===== src/rtl/aes_core_arb.sv =====
`default_nettype none
// ============================================================================
// Module      : aes_core_arb
// Description : Round-robin arbiter that shares one AES core between two
//               requesters. Latches the winning command, runs key expansion
//               only when the cached expanded key differs, runs one block
//               operation and returns the result to the owning requester.
// Revision    : 1.0 - initial release
// ============================================================================
module aes_core_arb #(
    parameter bit KEY_CACHE_EN = 1'b1
) (
    input  logic         aes_clk,
    input  logic         aes_rst,
    input  logic         req0,
    input  logic         req1,
    input  logic [255:0] key0,
    input  logic [255:0] key1,
    input  logic         keylen0,
    input  logic         keylen1,
    input  logic         encdec0,
    input  logic         encdec1,
    input  logic [127:0] block0,
    input  logic [127:0] block1,
    output logic         grant0,
    output logic         grant1,
    output logic         done0,
    output logic         done1,
    output logic [127:0] result0,
    output logic [127:0] result1,
    output logic         core_init,
    output logic         core_next,
    output logic         core_encdec,
    output logic         core_keylen,
    output logic [255:0] core_key,
    output logic [127:0] core_block,
    input  logic         core_ready,
    input  logic [127:0] core_result,
    output logic         busy
);

    typedef enum logic [2:0] {
        S_IDLE      = 3'd0,
        S_KEY_INIT  = 3'd1,
        S_KEY_WAIT  = 3'd2,
        S_BLK_START = 3'd3,
        S_BLK_WAIT  = 3'd4,
        S_DONE      = 3'd5
    } state_t;

    state_t         r_state;
    logic           r_last_winner;
    logic           r_owner;
    logic           r_wait_first;
    logic           r_key_valid;
    logic [255:0]   r_cache_key;
    logic           r_cache_keylen;
    logic           r_core_init;
    logic           r_core_next;
    logic           r_done0;
    logic           r_done1;
    logic [127:0]   r_result0;
    logic [127:0]   r_result1;
    logic [255:0]   r_core_key;
    logic           r_core_keylen;
    logic           r_core_encdec;
    logic [127:0]   r_core_block;

    logic           w_any_req;
    logic           w_grant_ok;
    logic           w_winner;
    logic [255:0]   w_sel_key;
    logic           w_sel_keylen;
    logic           w_sel_encdec;
    logic [127:0]   w_sel_block;
    logic           w_cache_hit;

    // Grant is decided combinationally in IDLE so it pulses in the cycle the
    // command is latched; on a tie the requester that did not win last time
    // is chosen.
    assign w_any_req    = req0 | req1;
    assign w_grant_ok   = (r_state == S_IDLE) && !aes_rst && core_ready && w_any_req;
    assign w_winner     = (req0 && req1) ? ~r_last_winner : req1;
    assign w_sel_key    = w_winner ? key1    : key0;
    assign w_sel_keylen = w_winner ? keylen1 : keylen0;
    assign w_sel_encdec = w_winner ? encdec1 : encdec0;
    assign w_sel_block  = w_winner ? block1  : block0;
    assign w_cache_hit  = KEY_CACHE_EN && r_key_valid &&
                          (w_sel_key == r_cache_key) &&
                          (w_sel_keylen == r_cache_keylen);

    assign grant0      = w_grant_ok && !w_winner;
    assign grant1      = w_grant_ok &&  w_winner;
    assign done0       = r_done0;
    assign done1       = r_done1;
    assign result0     = r_result0;
    assign result1     = r_result1;
    assign core_init   = r_core_init;
    assign core_next   = r_core_next;
    assign core_key    = r_core_key;
    assign core_keylen = r_core_keylen;
    assign core_encdec = r_core_encdec;
    assign core_block  = r_core_block;
    assign busy        = (r_state != S_IDLE);

    // Sequencer: latch command, optional key expansion, one block op, done.
    always_ff @(posedge aes_clk) begin
        if (aes_rst) begin
            r_state        <= S_IDLE;
            r_last_winner  <= 1'b1;
            r_owner        <= 1'b0;
            r_wait_first   <= 1'b0;
            r_key_valid    <= 1'b0;
            r_cache_key    <= '0;
            r_cache_keylen <= 1'b0;
            r_core_init    <= 1'b0;
            r_core_next    <= 1'b0;
            r_done0        <= 1'b0;
            r_done1        <= 1'b0;
            r_result0      <= '0;
            r_result1      <= '0;
            r_core_key     <= '0;
            r_core_keylen  <= 1'b0;
            r_core_encdec  <= 1'b0;
            r_core_block   <= '0;
        end else begin
            r_core_init <= 1'b0;
            r_core_next <= 1'b0;
            r_done0     <= 1'b0;
            r_done1     <= 1'b0;
            case (r_state)
                S_IDLE: begin
                    if (w_grant_ok) begin
                        r_owner       <= w_winner;
                        r_last_winner <= w_winner;
                        r_core_key    <= w_sel_key;
                        r_core_keylen <= w_sel_keylen;
                        r_core_encdec <= w_sel_encdec;
                        r_core_block  <= w_sel_block;
                        if (w_cache_hit) begin
                            r_state     <= S_BLK_START;
                            r_core_next <= 1'b1;
                        end else begin
                            r_state     <= S_KEY_INIT;
                            r_core_init <= 1'b1;
                        end
                    end
                end
                S_KEY_INIT: begin
                    r_state      <= S_KEY_WAIT;
                    r_wait_first <= 1'b1;
                end
                S_KEY_WAIT: begin
                    // The core may still show the stale ready in the first
                    // cycle after a command, so that cycle is skipped.
                    if (r_wait_first) begin
                        r_wait_first <= 1'b0;
                    end else if (core_ready) begin
                        r_cache_key    <= r_core_key;
                        r_cache_keylen <= r_core_keylen;
                        r_key_valid    <= 1'b1;
                        r_state        <= S_BLK_START;
                        r_core_next    <= 1'b1;
                    end
                end
                S_BLK_START: begin
                    r_state      <= S_BLK_WAIT;
                    r_wait_first <= 1'b1;
                end
                S_BLK_WAIT: begin
                    if (r_wait_first) begin
                        r_wait_first <= 1'b0;
                    end else if (core_ready) begin
                        r_state <= S_DONE;
                        if (r_owner) begin
                            r_result1 <= core_result;
                            r_done1   <= 1'b1;
                        end else begin
                            r_result0 <= core_result;
                            r_done0   <= 1'b1;
                        end
                    end
                end
                S_DONE: begin
                    r_state <= S_IDLE;
                end
                default: begin
                    r_state <= S_IDLE;
                end
            endcase
        end
    end

endmodule
`default_nettype wire


===== config.mk =====
export PLATFORM = sky130hd
export DESIGN_NAME = aes_core_arb
export DESIGN_NICKNAME = d
export VERILOG_FILES = /design/src/rtl/aes_core_arb.sv
export SDC_FILE = /design/constraint.sdc
export NUM_CORES = 2
export LEC_CHECK = 0
export ABC_AREA = 1
export BUFFER_PORTS_ARGS = -buffer_cell sky130_fd_sc_hd__buf_2
export CAP_MARGIN = 30
export CORE_AREA = 2 2 609 611
export CTS_BUF_LIST = sky130_fd_sc_hd__clkbuf_4
export DETAILED_ROUTE_END_ITERATION = 10
export DIE_AREA = 0 0 611 613
export GPL_ROUTABILITY_DRIVEN = 0
export GPL_TIMING_DRIVEN = 0
export REMOVE_ABC_BUFFERS = 1
export SLEW_MARGIN = 30
export SYNTH_ARGS = -nofsm -noshare
export SYNTH_HDL_FRONTEND = slang
export SYNTH_SLANG_ARGS = --single-unit

===== constraint.sdc =====
create_clock -name aes_clk -period 2.5 [get_ports aes_clk]
set_clock_uncertainty 0.15 [all_clocks]
set_input_delay 0.125 -clock aes_clk [delete_from_list [all_inputs] [get_ports aes_clk]]
set_output_delay 0.125 -clock aes_clk [all_outputs]
set_load 0.01 [all_outputs]

==> out/metrics.cfg, run 1 <==
[run_status]
outcome = aborted with a tool error
haltStage = global routing
stop_error = [ERROR GRT-0116] Global routing finished with congestion. Check the congestion regions in the DRC Viewer.

[synthesis]
synth_cells = 5859
synth_cell_types = 29
synth_top_area_share_pct = 45.4
syn_area_per_cell_um2 = 6.86
yosys_register_bits = 910
synth_area_leaders = dfxtp_1, nand2_1, nor2_1
ys_warn_count = 0
netlist.top_cell.by_area = dfxtp_1
syn-cell-area_mm2 = 0.0402
synth_seq_area_share_pct = 45.4

[grt]
track_usage_pct = 20.8
grt-ovfl-total = 46
grt_pass1_vias = 66943
grt_first_pass_wirelength_mm = 538
grt_start_max_net_pins = 147

[die]
die_y_um = 613
ios = 1554
die_w_um = 611
start_util_pct = 10.9
std_cell_rows = 223

[clocking]
htree_levels = 5
cts.path.max_buffers = 4
clock-root-buffer = clkbuf_4
cts.sinks = 910
cts_buffers = 279

[placed_design]
hpwl_mm = 260
dpl-instance-area_mm2 = 0.0541
port_buffers = 1553

logic make-up after synthesis:
family | share of synthesized area (%)
DFF | 45.4
AOI/OAI and AO/OA | 17.2
and+or+nand+nor | 28.4
xor gates and xnor gates | 0.458
buffers and inverters | 8.59
layer usage:
metal / GRT overflow / track usage [%]
met5: 0 / 2.61
met4: 10 / 17.4
met3: 0 / 11.8
met2: 35 / 30.1
met1: 1 / 21.7
timing repair:
| item | in CTS |
|---|---|
| gates cloned | 62 |
| hold buffers | 2319 |
| pin swaps | 31 |
| buffers inserted | 80 |
| setup endpoints to repair | 699 |
| resized for setup | 390 |
| endpoints found under the hold margin | 844 |
per-stage QoR:
stage | TNS (ns) | cells | setup WS (ns)
after detailed placement | -485.02 | 11919 | -3.51
after CTS | -106.31 | 14832 | -0.779
after floorplan | -8761.37 | 5455 | -16.43
after global placement | - | 11845 | -51.18
cell usage after synthesis (all sizes together):
cell type	instances
nand3	492
o21ai	649
and2	1
nand4	21
clkbuf	291
clkinv	1
nand3b	40
dfxtp	910
nand2	1353
inv	463
o22ai	1
buf	113
nor2	902
xor2	3
a31oi	202
xnor2	18
a21oi	229
a211oi	158
a21o	2
o211ai	7
nor3	3
==> inputs of run 2 (changes only) <==
- CORE_AREA: 2 2 609 611 -> 2 2 611 613
- CTS_BUF_LIST: sky130_fd_sc_hd__clkbuf_4 -> default
- DIE_AREA: 0 0 611 613 -> 0 0 613 615
- PLACE_DENSITY_LB_ADDON: default -> 0.15
==> out/metrics.cfg, run 2 <==
[final_layout]
final_cell_mix = buf_2, dlygate4sd3_1, nand2_1
drive_above_1_share_pct = 24.7
seq_area_mm2 = 0.0182
synthToLayoutAreaGrowth_pct = 92.0
multiInputGateArea_mm2 = 0.0194
n_fill_cell = 41631
final_common_cell = buf_2
final_core_util_pct = 20.8
nets = 9703

[timing]
final-setup-viol-count = 101
worst_pin_slew_ns = 1.01
report.final.hold_viol_count = 1
hold_ws_ns = -0.00995
max_freq_mhz = 293
finalCritPeriodShare_pct = 136
drv_slew = 0
max_slew_margin_pct = 32.3
rsz0062_at_grt = yes
fin_crit_ns = 3.41
worst_slack_ns = -0.908
setup_tns_ns = -20.06

[critical_path]
reg2reg_from = r_last_winner
max_stage_delay_ns = 0.49
critPathKind = register to register
cp_common_cell = buf_16
cp.required_ns = 3.11
endpoint = r_state[1]
rr_worst_depth = 20
r2r-end = r_state[1]
crit_fanout = 8
endpoint_kind = register
path_cells = nand2_8 > buf_16 > nand2_8 > buf_16 > buf_16 > buf_16 > nand2_4 > nand2_2 > nand2_1 > nand2_2 > nor2_2 > nand2_1 > nor2_2 > nand4_1 > nor2_2 > nand3_4 > buf_12 > nand2_4 > nand2_2 > a21oi_2
worstPathArrival_ns = 4.02
worst_setup_path_start_kind = register
crit_path_top_delay_cell = nand4_1
r2r_setup_slack_ns = -0.91
critPathLaunch = r_last_winner

[synthesis]
netlist.top_cell.by_area = dfxtp_1
synth_area_leaders = dfxtp_1, nand2_1, nor2_1
synth-compound-area-share_pct = 17.2  ; unchanged
ys_async_sr_fraction_pct = 0  ; unchanged
synth_xor_area_share_pct = 0.458  ; unchanged
syn-cell-area_mm2 = 0.0402  ; unchanged
ys_warn_count = 0  ; unchanged
synthMuxAreaShare_pct = 0  ; unchanged
synth_cell_types = 29  ; unchanged
synth_top_family_by_area = simple AND/OR/NAND/NOR gates
synth_top_area_share_pct = 45.4  ; unchanged
yosys.area_share.simple_pct = 28.4  ; unchanged
synth_seq_area_share_pct = 45.4  ; unchanged
post-synth-top-count-cell = nand2_1
yosys_register_bits = 910  ; unchanged
synth_fa_ha_area_share_pct = 0  ; unchanged
syn_area_per_cell_um2 = 6.86  ; unchanged
synthFlopType = dfxtp_1
synth_cells = 5859  ; unchanged
synth_edf_count = 0  ; unchanged
synth_common_cells = nand2_1, dfxtp_1, nor2_1

[detailed_routing]
ant_nets = 0
drt_first_pass_iters = 6
drcViolationCount = 0
drtIter0Drc = 3709
wire_per_inst_um = 23.4
vias = 53257
wl_mm = 326
via_per_inst = 3.83

[grt]
use_met3_pct = 3.62
top_usage_layer = met2
grtUsageMet2_pct = 27.3
grt_first_pass_wirelength_mm = 421
grt-ovfl-total = 0
grt_antenna_before_repair = 118
gr-usage-met1_pct = 18.8
grt_start_max_net_pins = 119
grt_pass1_vias = 51397
track_usage_pct = 15.9

[die]
start_util_pct = 10.8  ; -0.090 points
std_cell_rows = 224  ; +0.45%
coreArea_mm2 = 0.371
die_y_um = 615  ; +0.33%
ios = 1554  ; unchanged
die_area_mm2 = 0.377
die_w_um = 613  ; +0.33%

[pwr]
swShare_pct = 31.1
leakage_uw = 0.0339
p_switching_uw = 13800
clkPwrFrac_pct = 43.8
p_int_uw = 30500
ir_drop_v = 0.000469
p_total_uw = 44300
power.density_mw_per_mm2 = 575
pwr-share-comb_pct = 21.0
power_frac_seq_pct = 35.2

[min_path]
hold_class = input port to register
min_path_cells = 6

[placed_design]
port_buffers = 1553  ; unchanged
pre_cts_slack_ns = -3.25  ; +0.264 ns
hpwl_mm = 221  ; -15%

[run_status]
outcome = finished, violations left
violations = hold timing, setup timing

[clocking]
cts.sinks = 910  ; unchanged
htree_levels = 4  ; -1
clock-root-buffer = clkbuf_16
cts_buffers = 137  ; -51%
cts.clk_slew.worst_paths_ns = 0.05
cts.path.max_buffers = 4  ; unchanged
worstSkewPairLatency_ns = 0.83
cts_tree = done

[flow_run]
maxCapViolations = 0

run 2: timing repair:
action	CTS	global route
pin swaps	25	74
hold buffers	1392	10
setup endpoints to repair	727	549
gates cloned	41	43
setup buffers	47	47
endpoints found under the hold margin	655	9
resized for setup	148	229
run 2: routing by layer:
metal / wire length (um) / share of wire (%)
met5: 69 / 0.021
met4: 14100 / 4.3
met3: 23400 / 7.2
met2: 157000 / 48
met1: 131000 / 40
run 2: layout make-up:
class | instances | area share (%)
Tap cell | 4972 | 8.07
Clock inverter | 25 | 0.388
Antenna cell | 52 | 0.169
Clock buffer | 202 | 5.14
Sequential cell | 910 | 23.6
Timing Repair Buffer | 3195 | 34.9
Inverter | 464 | 2.41
Multi-Input combinational cell | 4085 | 25.2
Timing Repair inverter | 5 | 0.0665
run 2: cells by family (layout without fill, tap and decap cells):
family / Yosys count / in the layout
compound gates: 1248 / 1248
simple gates: 2812 / 2816
xor+xnor: 21 / 21
buf+inv: 868 / 3891
other cells: 0 / 52
flops: 910 / 910
run 2: worst max-delay path: cells and delay by family, from the launching register on:
| kind | cells | cell delay [ns] |
|---|---|---|
| simple gates | 14 | 1.78 |
| buf+inv | 5 | 0.82 |
| flops | 1 | 0.36 |
| compound gates | 1 | 0.10 |
run 2: worst min path at each step:
stage	startpoint	endpoint	slack, ns
5_1_grt	key1[20]	core_key[20]	0.004
3_3_place_gp	core_result[29]	result0[29]	0.22
2_1_floorplan	aes_rst	r_state[1]	0.04
4_1_cts	core_result[118]	result0[118]	0.0006
3_5_place_dp	core_result[55]	result0[55]	0.22
6_report	key1[7]	core_key[7]	-0.01
run 2: power by group through the flow:
| stage | Clock, uW | Sequential, uW | Combinational [uW] |
|---|---|---|---|
| floorplan | 0 | 16100 | 2640 |
| global placement | 0 | 15800 | 6170 |
| detailed placement | 0 | 15900 | 6200 |
| CTS | 20200 | 15600 | 9080 |
| global route | 20700 | 15700 | 10000 |
| finish | 19400 | 15600 | 9320 |
run 2: metrics by stage:
step                      hold WS [ns]  instances  area [um^2]
after floorplan                 0.0374       5455        38500
after global placement           0.216      11980        52500
after detailed placement         0.220      12065        54500
after CTS                     0.000624      13771        74900
after global routing           0.00380      13887        77100
final                         -0.00995      13910        77100
Note: power is estimated with default switching activity, not from simulation.
